===== src/rtl/click_pkg.sv =====
// -----------------------------------------------------------------------------
// click_pkg
// Shared types and constants for the click classifier.
//   state_t  : classifier FSM states (IDLE waits for a first press, GROUP
//              collects presses until the window expires or the count tops out)
//   CLICK_W  : width of the click count carried with each event
//   SINGLE / DOUBLE / TRIPLE : event codes placed on evt_clicks
// -----------------------------------------------------------------------------
package click_pkg;

    typedef enum logic {
        IDLE  = 1'b0,
        GROUP = 1'b1
    } state_t;

    localparam int CLICK_W = 2;

    localparam logic [CLICK_W-1:0] SINGLE = 2'd1;
    localparam logic [CLICK_W-1:0] DOUBLE = 2'd2;
    localparam logic [CLICK_W-1:0] TRIPLE = 2'd3;

endpackage


===== src/rtl/click_evt_reg.sv =====
// -----------------------------------------------------------------------------
// click_evt_reg
// One-entry valid/ready holding register for click events.
// Ports:
//   clk        in   system clock
//   reset      in   asynchronous, active-high
//   i_emit     in   a new event is offered this cycle
//   i_clicks   in   click count of the offered event
//   i_ready    in   consumer accepts the held event (only meaningful when o_valid)
//   o_valid    out  an event is held
//   o_clicks   out  click count of the held event, 0 when empty
//   o_overrun  out  1-cycle pulse: the offered event was dropped (register full)
// -----------------------------------------------------------------------------
module click_evt_reg
    import click_pkg::*;
(
    input  logic               clk,
    input  logic               reset,
    input  logic               i_emit,
    input  logic [CLICK_W-1:0] i_clicks,
    input  logic               i_ready,
    output logic               o_valid,
    output logic [CLICK_W-1:0] o_clicks,
    output logic               o_overrun
);

    logic               r_valid;
    logic [CLICK_W-1:0] r_clicks;
    logic               r_overrun;
    logic               w_accept;

    // i_ready only matters while something is held.
    assign w_accept = r_valid && i_ready;

    always_ff @(posedge clk or posedge reset) begin
        if (reset) begin
            r_valid   <= 1'b0;
            r_clicks  <= '0;
            r_overrun <= 1'b0;
        end else begin
            // A full register that is not being drained drops the new event.
            r_overrun <= i_emit && r_valid && !i_ready;
            if (i_emit && (!r_valid || i_ready)) begin
                r_valid  <= 1'b1;
                r_clicks <= i_clicks;
            end else if (w_accept) begin
                r_valid  <= 1'b0;
                r_clicks <= '0;
            end
        end
    end

    assign o_valid   = r_valid;
    assign o_clicks  = r_clicks;
    assign o_overrun = r_overrun;

endmodule


===== src/rtl/click_classifier.sv =====
// -----------------------------------------------------------------------------
// click_classifier
// Groups debounced 1-cycle press pulses into single/double/triple click events.
// A group closes after WINDOW_CYCLES idle cycles since its last press, or at
// once when a press brings the count to MAX_CLICKS.
// Ports:
//   clk         in   system clock
//   reset       in   asynchronous, active-high; clears all state
//   press       in   1-cycle press pulse
//   evt_valid   out  an event is held for the consumer
//   evt_clicks  out  click count of the held event (0 when idle)
//   evt_ready   in   consumer accepts when evt_valid & evt_ready
//   overrun     out  1-cycle pulse: an event was dropped because one was held
// -----------------------------------------------------------------------------
module click_classifier
    import click_pkg::*;
#(
    parameter int WINDOW_CYCLES = 20000,
    parameter int MAX_CLICKS    = 3
) (
    input  logic               clk,
    input  logic               reset,
    input  logic               press,
    output logic               evt_valid,
    output logic [CLICK_W-1:0] evt_clicks,
    input  logic               evt_ready,
    output logic               overrun
);

    localparam int                 TIMER_W    = $clog2(WINDOW_CYCLES);
    localparam logic [TIMER_W-1:0] TIMER_LAST = TIMER_W'(WINDOW_CYCLES - 1);
    localparam logic [CLICK_W-1:0] CNT_MAX    = CLICK_W'(MAX_CLICKS);

    state_t             r_state;
    state_t             w_state_nx;
    logic [TIMER_W-1:0] r_timer;
    logic [TIMER_W-1:0] w_timer_nx;
    logic [CLICK_W-1:0] r_cnt;
    logic [CLICK_W-1:0] w_cnt_nx;
    logic [CLICK_W-1:0] w_cnt_inc;
    logic               w_timeout;
    logic               w_full_press;
    logic               w_emit;
    logic [CLICK_W-1:0] w_emit_clicks;

    assign w_cnt_inc    = r_cnt + CLICK_W'(1);
    // Timeout wins over a coinciding press: that press starts the next group.
    assign w_timeout    = (r_state == GROUP) && (r_timer == TIMER_LAST);
    assign w_full_press = (r_state == GROUP) && press && !w_timeout &&
                          (w_cnt_inc == CNT_MAX);

    // State register
    always_ff @(posedge clk or posedge reset) begin
        if (reset) begin
            r_state <= IDLE;
            r_timer <= '0;
            r_cnt   <= '0;
        end else begin
            r_state <= w_state_nx;
            r_timer <= w_timer_nx;
            r_cnt   <= w_cnt_nx;
        end
    end

    // Next-state logic
    always_comb begin
        w_state_nx = r_state;
        w_timer_nx = r_timer;
        w_cnt_nx   = r_cnt;
        unique case (r_state)
            IDLE: begin
                if (press) begin
                    w_state_nx = GROUP;
                    w_timer_nx = '0;
                    w_cnt_nx   = SINGLE;
                end
            end
            GROUP: begin
                if (w_timeout) begin
                    w_timer_nx = '0;
                    if (press) begin
                        w_cnt_nx = SINGLE;
                    end else begin
                        w_state_nx = IDLE;
                        w_cnt_nx   = '0;
                    end
                end else if (w_full_press) begin
                    w_state_nx = IDLE;
                    w_timer_nx = '0;
                    w_cnt_nx   = '0;
                end else if (press) begin
                    w_timer_nx = '0;
                    w_cnt_nx   = w_cnt_inc;
                end else begin
                    // Stops at TIMER_LAST because reaching it closes the group.
                    w_timer_nx = r_timer + TIMER_W'(1);
                end
            end
            default: begin
                w_state_nx = IDLE;
                w_timer_nx = '0;
                w_cnt_nx   = '0;
            end
        endcase
    end

    // Output logic: event offered to the holding register
    always_comb begin
        w_emit        = 1'b0;
        w_emit_clicks = '0;
        if (w_timeout) begin
            w_emit        = 1'b1;
            w_emit_clicks = r_cnt;
        end else if (w_full_press) begin
            w_emit        = 1'b1;
            w_emit_clicks = CNT_MAX;
        end
    end

    click_evt_reg u_evt_reg (
        .clk       (clk),
        .reset     (reset),
        .i_emit    (w_emit),
        .i_clicks  (w_emit_clicks),
        .i_ready   (evt_ready),
        .o_valid   (evt_valid),
        .o_clicks  (evt_clicks),
        .o_overrun (overrun)
    );

endmodule

===== config.mk =====
export PLATFORM = sky130hd
export DESIGN_NAME = click_classifier
export DESIGN_NICKNAME = d
export VERILOG_FILES = /design/src/rtl/click_pkg.sv /design/src/rtl/click_evt_reg.sv /design/src/rtl/click_classifier.sv
export SDC_FILE = /design/constraint.sdc
export NUM_CORES = 1
export LEC_CHECK = 0
export BUFFER_PORTS_ARGS = -buffer_cell sky130_fd_sc_hd__buf_2
export CAP_MARGIN = 20
export CORE_ASPECT_RATIO = 1.2
export CORE_MARGIN = 4
export CORE_UTILIZATION = 59
export CTS_CLUSTER_DIAMETER = 120
export DETAILED_ROUTE_END_ITERATION = 10
export HOLD_SLACK_MARGIN = 0.12
export PLACE_DENSITY_LB_ADDON = 0.15
export SYNTH_ARGS = -nofsm -noshare
export SYNTH_HDL_FRONTEND = slang
export SYNTH_SLANG_ARGS = --single-unit

===== constraint.sdc =====
create_clock -name clk -period 1.9 [get_ports clk]
set_input_delay 0.19 -clock clk [delete_from_list [all_inputs] [get_ports clk]]
set_output_delay 0.19 -clock clk [all_outputs]
set_load 0.02 [all_outputs]

==> results of run 1 <==
==> layer usage <==
metal	wire length, um	share of wire
met1	1180	0.44
met2	1390	0.52
met3	54	0.020
met4	53	0.020
met5	0	0
==> state kept, by name, indices dropped and copies added (netlist names) <==
register / cells
r_timer: 15
r_cnt: 2
u_evt_reg.o_overrun: 1
u_evt_reg.o_valid: 1
u_evt_reg.o_clicks: 2
r_state: 1
==> timing repair <==
item | in CTS | in global routing
hold buffers | 1 | 0
gates resized for setup | 0 | 1
endpoints found under the hold margin | 22 | 0
endpoints found under the setup margin | 0 | 6
==> power groups by stage <==
stage	clock network (mW)	logic, mW	registers [mW]
after floorplan	0	0.306	0.662
after global placement	0	0.412	0.647
after detailed placement	0	0.431	0.654
after CTS	0.373	0.435	0.644
after global routing	0.394	0.481	0.661
final	0.365	0.431	0.644
==> area by class of cell <==
class | instances | area share
Clock buffer | 3 | 0.0158
Clock inverter | 1 | 0.0211
Inverter | 9 | 0.0238
Multi-Input combinational cell | 99 | 0.473
Sequential cell | 22 | 0.387
Tap cell | 30 | 0.0264
Timing Repair Buffer | 12 | 0.0528
==> through the flow <==
step	worst slack [ns]	cells	total power, mW	instance area (um^2)	util
2_1_floorplan	0.262	137	0.968	1290	-
3_3_place_gp	0.201	171	1.06	1350	0.652
3_5_place_dp	0.131	171	1.09	1350	0.652
4_1_cts	0.124	176	1.45	1410	0.682
5_1_grt	0.0357	176	1.54	1420	0.686
6_report	0.156	176	1.44	1420	0.686
==> cells in the mapped netlist, types with 2 or more instances <==
cell type,n
nand3_2,2
mux2i_1,2
a22o_1,3
a31o_1,2
a21oi_1,3
nor2_1,6
inv_1,9
nand3b_1,2
and2_1,4
nand3_1,11
o21ai_0,4
a41oi_1,2
a31oi_1,13
dfrtp_1,22
ha_1,2
nor4_1,2
clkbuf_1,4
and3_1,2
o211a_1,2
nand2_1,10
nand4_1,4
o22ai_1,3
==> worst max-delay path by stage <==
stage	start	cells after the start	slack [ns]	endpoint
after global placement	r_timer[5]$_DFFE_PP0P_	5	0.20	r_timer[14]$_DFFE_PP0P_
after global routing	r_timer[5]$_DFFE_PP0P_	5	0.04	u_evt_reg.o_clicks[0]$_DFFE_PP0P_
after detailed placement	r_timer[0]$_DFFE_PP0P_	6	0.13	r_cnt[0]$_DFFE_PP0P_
final	r_timer[5]$_DFFE_PP0P_	5	0.16	r_timer[12]$_DFFE_PP0P_
after floorplan	r_timer[0]$_DFFE_PP0P_	5	0.26	r_timer[14]$_DFFE_PP0P_
after CTS	r_timer[0]$_DFFE_PP0P_	6	0.12	r_timer[12]$_DFFE_PP0P_
==> worst max-delay path, delay by kind of cell (launching register included) <==
kind,cells,cell delay [ns]
buf+inv,1,0.26
mux,1,0.09
compound gates,1,0.18
flops,1,0.49
simple gates,2,0.60
==> cell families (layout without fill, tap and decap cells) <==
group | count (synthesis) | count (layout) | synth area share
compound gates | 38 | 38 | 0.206
fa+ha+maj | 2 | 2 | 0.0194
buf+inv | 16 | 25 | 0.0610
flops | 22 | 22 | 0.426
mux | 2 | 2 | 0.0155
simple gates | 57 | 57 | 0.272
==> reports/qor.txt, run 1 <==
critical path class -> flip-flop to flip-flop
reg2reg end -> r_timer[12]$_DFFE_PP0P_
FFs w/ async S/R, synth -> 1.00
die height -> 59.3 um
Hold WS -> 0.201 ns
final wirelength -> 2.68 mm
worst-path cell chain -> nor4b_2 > nand4_4 > buf_4 > a31oi_1 > mux2i_1
row count -> 18
Slew Viols, Final -> 0
syn avg cell area -> 9.43 um^2
antenna-violating nets left -> 0
vias in the first global route -> 1,024
sequential area share after synthesis -> 0.426
reg2reg start -> r_timer[5]$_DFFE_PP0P_
Crit path arrival time -> 1.96 ns
Worst-path clk slew -> 0.12 ns
clk_lat worst skew -> 0.32 ns
Post-synth EDFFs -> 0
ranking of synthesized cells by area -> dfrtp_1 43%, a31oi_1 6.3%, nand3_1 4.3%
fraction of layout cells with a size suffix above 1 -> 0.171
total CTS buffers -> 3
io pins -> 8
Setup TNS -> 0 ns
DR vias/cell -> 6.26
pwr/cell area -> 1010 nW/um^2
WHS Path Cells -> 3
initial core utilization -> 0.624
yosys warns -> 0
Synth Register Bits -> 22
Slew HR -> 0.713
clk sinks -> 22
core region area -> 2070 um^2
Req. time, crit path -> 2.11 ns
area of the multi-input gates -> 672 um^2
H-tree levels -> 1
nets -> 153
DRT Pass-1 Iters -> 4
top_reg_cell synth -> dfrtp_1
CTS tree -> yes
net switching power -> 0.489 mW
Vias -> 1,101
die area -> 3010 um^2
crit-path max FO -> 22
status -> finished, final reports clean
Leakage Power -> 0.622 nW
Port Buffers -> 7
Die Width -> 50.7 um
Hold WC Path Type -> primary input to flip-flop
Comb power frac -> 0.299
final hold vios -> 0
Reg area -> 551 um^2
post-CTS setup buffers -> 0
r2r setup slk -> 0.16 ns
Synth top area share -> 0.426
syn_nets -> 143
deepest clock path buffer count -> 2
HPWL Detailed -> 1.90 mm
worst vdd ir -> 950 uV
CTS root buf -> clkbuf_4
MaxCap Viol Count -> 0
unrepaired setup endpoints after global routing -> no
FILL cells -> 169
Synth cell types -> 45
final period utilization -> 0.918
Register-to-Register Path Depth -> 5
DR iter-0 viols -> 29
commonest non-fill, non-tap cells in the layout -> 22 x dfrtp_1, 13 x a31oi_1, 11 x nand3_1
GRT met3 Usage -> 0.0302
GP Congestion -> 0.881
Worst path max stage delay -> 0.49 ns
Top Usage Layer GRT -> met2
most common cell after layout, fill and taps aside -> dfrtp_1
post-synthesis cell count -> 137
drt wl/cell -> 15.2 um
GR Overflow Total -> 0
diode count -> 0
switching share of total power -> 0.340
grt met2 use -> 0.358
Period minus WS final -> 1.74 ns
Max Fclk -> 573 MHz
startpoint types -> flip-flop
P&R area growth vs syn -> 9.97%
clk_skew -> 0.00128 ns
initial antenna violation count -> 0
end of the worst hold path -> r_cnt[0]$_DFFE_PP0P_
clock network fraction of design power -> 0.253
Crit-path slowest cell -> dfrtp_1
DR DRC count -> 0
final setup violation count -> 0
worst hold start -> press
internal power -> 0.951 mW
worst slew pin tran -> 0.430 ns
cell taking the most area after synthesis -> dfrtp_1
first-pass GRT wire length -> 4.50 mm
Seq pwr share -> 0.447
Worst Setup End Kind -> flip-flop
maximum number of pins on one net before global-route repair -> 23
post-synthesis cell area -> 1290 um^2
met1 usage -> 0.233
GRT Total Usage -> 0.201
(Power assumes the default switching activity.)
==> inputs of run 2 (changes only) <==
Settings changed: CORE_UTILIZATION 59 to 46.
==> reports/qor.txt, run 2 (same netlist as run 1, synthesis figures left out) <==
diode count -> 0
worst hold start -> press
DR DRC count -> 0
total CTS buffers -> 3
reg2reg start -> r_timer[1]$_DFFE_PP0P_
drt wl/cell -> 15.7 um
reg2reg end -> r_timer[14]$_DFFE_PP0P_
Worst Setup End Kind -> flip-flop
Leakage Power -> 0.631 nW
most common cell after layout, fill and taps aside -> dfrtp_1
Vias -> 1,102
final setup violation count -> 0
final hold vios -> 0
die height -> 66.1 um
initial antenna violation count -> 0
P&R area growth vs syn -> 11.5%
core region area -> 2600 um^2
clk_skew -> 0.00389 ns
GP Congestion -> 0.807
deepest clock path buffer count -> 2
Max Fclk -> 571 MHz
Seq pwr share -> 0.475
nets -> 157
DR vias/cell -> 6.02
DRT Pass-1 Iters -> 7
crit-path max FO -> 6
HPWL Detailed -> 2.05 mm
Setup TNS -> 0 ns
commonest non-fill, non-tap cells in the layout -> 22 x dfrtp_1, 13 x a31oi_1, 11 x nand3_1
clock network fraction of design power -> 0.199
fin util -> 0.554
die area -> 3730 um^2
net switching power -> 0.489 mW
Slew HR -> 0.692
Slew Viols, Final -> 0
Worst-path clk slew -> 0.13 ns
worst vdd ir -> 611 uV
startpoint types -> flip-flop
io pins -> 8
maximum number of pins on one net before global-route repair -> 23
H-tree levels -> 1
status -> finished, final reports clean
Req. time, crit path -> 2.10 ns
Die Width -> 56.4 um
antenna-violating nets left -> 0
clk sinks -> 22
switching share of total power -> 0.362
critical path class -> flip-flop to flip-flop
Setup crit end -> r_timer[14]$_DFFE_PP0P_
Port Buffers -> 7
flip-flop count of the largest register after layout -> 15
Crit path arrival time -> 1.95 ns
CTS tree -> yes
final wirelength -> 2.87 mm
clk_lat worst skew -> 0.31 ns
CTS root buf -> clkbuf_4
row count -> 20
CP Launch Point -> r_timer[1]$_DFFE_PP0P_
Hold WC Path Type -> primary input to flip-flop
GRT Total Usage -> 0.167
Comb power frac -> 0.327
Period minus WS final -> 1.75 ns
post-CTS setup buffers -> 0
worst slew pin tran -> 0.462 ns
initial core utilization -> 0.497
r2r setup slk -> 0.15 ns
pwr/cell area -> 936 nW/um^2
unrepaired setup endpoints after global routing -> no
Register-to-Register Path Depth -> 5
first-pass GRT wire length -> 4.75 mm
GR Overflow Total -> 0
fraction of layout cells with a size suffix above 1 -> 0.200
DR iter-0 viols -> 21
MaxCap Viol Count -> 0
internal power -> 0.860 mW
final period utilization -> 0.922
WHS Path Cells -> 3
vias in the first global route -> 1,054
Top reg by flops -> r_timer
-- run 2: how the worst min path moves through the flow --
| stage | end | slack [ns] |
|---|---|---|
| finish | r_cnt[0]$_DFFE_PP0P_ | 0.20 |
| global route | r_cnt[0]$_DFFE_PP0P_ | 0.24 |
| CTS | r_cnt[0]$_DFFE_PP0P_ | 0.20 |
| detailed placement | r_state$_DFF_PP0_ | 0.25 |
| global placement | r_state$_DFF_PP0_ | 0.24 |
| floorplan | r_cnt[0]$_DFFE_PP0P_ | 0.18 |
-- run 2: final cells by class --
class,count,area (um^2)
fill,262,1160
multi-input combinational,99,674
sequential,22,551
timing repair buffer,16,105
tap,33,41.3
clock buffer,4,36.3
inverter,9,33.8
-- run 2: timing repair --
action / 4_1_cts / 5_1_grt
endpoints found under the hold margin: 22 / 0
setup endpoints to repair: 0 / 12
hold buffers: 1 / 0
gates resized for setup: 0 / 2
-- run 2: power groups by stage --
| stage | Combinational (mW) | Clock, mW | Sequential (mW) |
|---|---|---|---|
| final | 0.441 | 0.268 | 0.640 |
| after floorplan | 0.306 | 0 | 0.662 |
| after global placement | 0.426 | 0 | 0.643 |
| after detailed placement | 0.438 | 0 | 0.649 |
| after CTS | 0.442 | 0.276 | 0.640 |
| after global routing | 0.503 | 0.296 | 0.654 |
-- run 2: metrics by stage --
stage	power (mW)	instances	worst slack, ns	hold WS, ns	area, um^2
final	1.35	183	0.147	0.200	1440
after global routing	1.45	183	0.0544	0.237	1440
after CTS	1.36	183	0.0257	0.200	1430
after detailed placement	1.09	178	0.0522	0.249	1380
after global placement	1.07	178	0.121	0.236	1380
after floorplan	0.968	137	0.262	0.179	1290
-- run 2: layer usage --
layer | global-route usage | up-vias | part of all wire
met4 | 0.0653 | 0 | 0.011
met5 | 0 | - | 0
met1 | 0.197 | 532 | 0.45
li1 | - | 546 | -
met3 | 0.0215 | 4 | 0.029
met2 | 0.304 | 20 | 0.51
-- run 2: worst max-delay path: stages (launching register included) --
cell	delay, ns
dfrtp_1	0.42
ha_2	0.25
nand2_1	0.12
or4_1	0.56
o211ai_1	0.18
a31oi_1	0.10
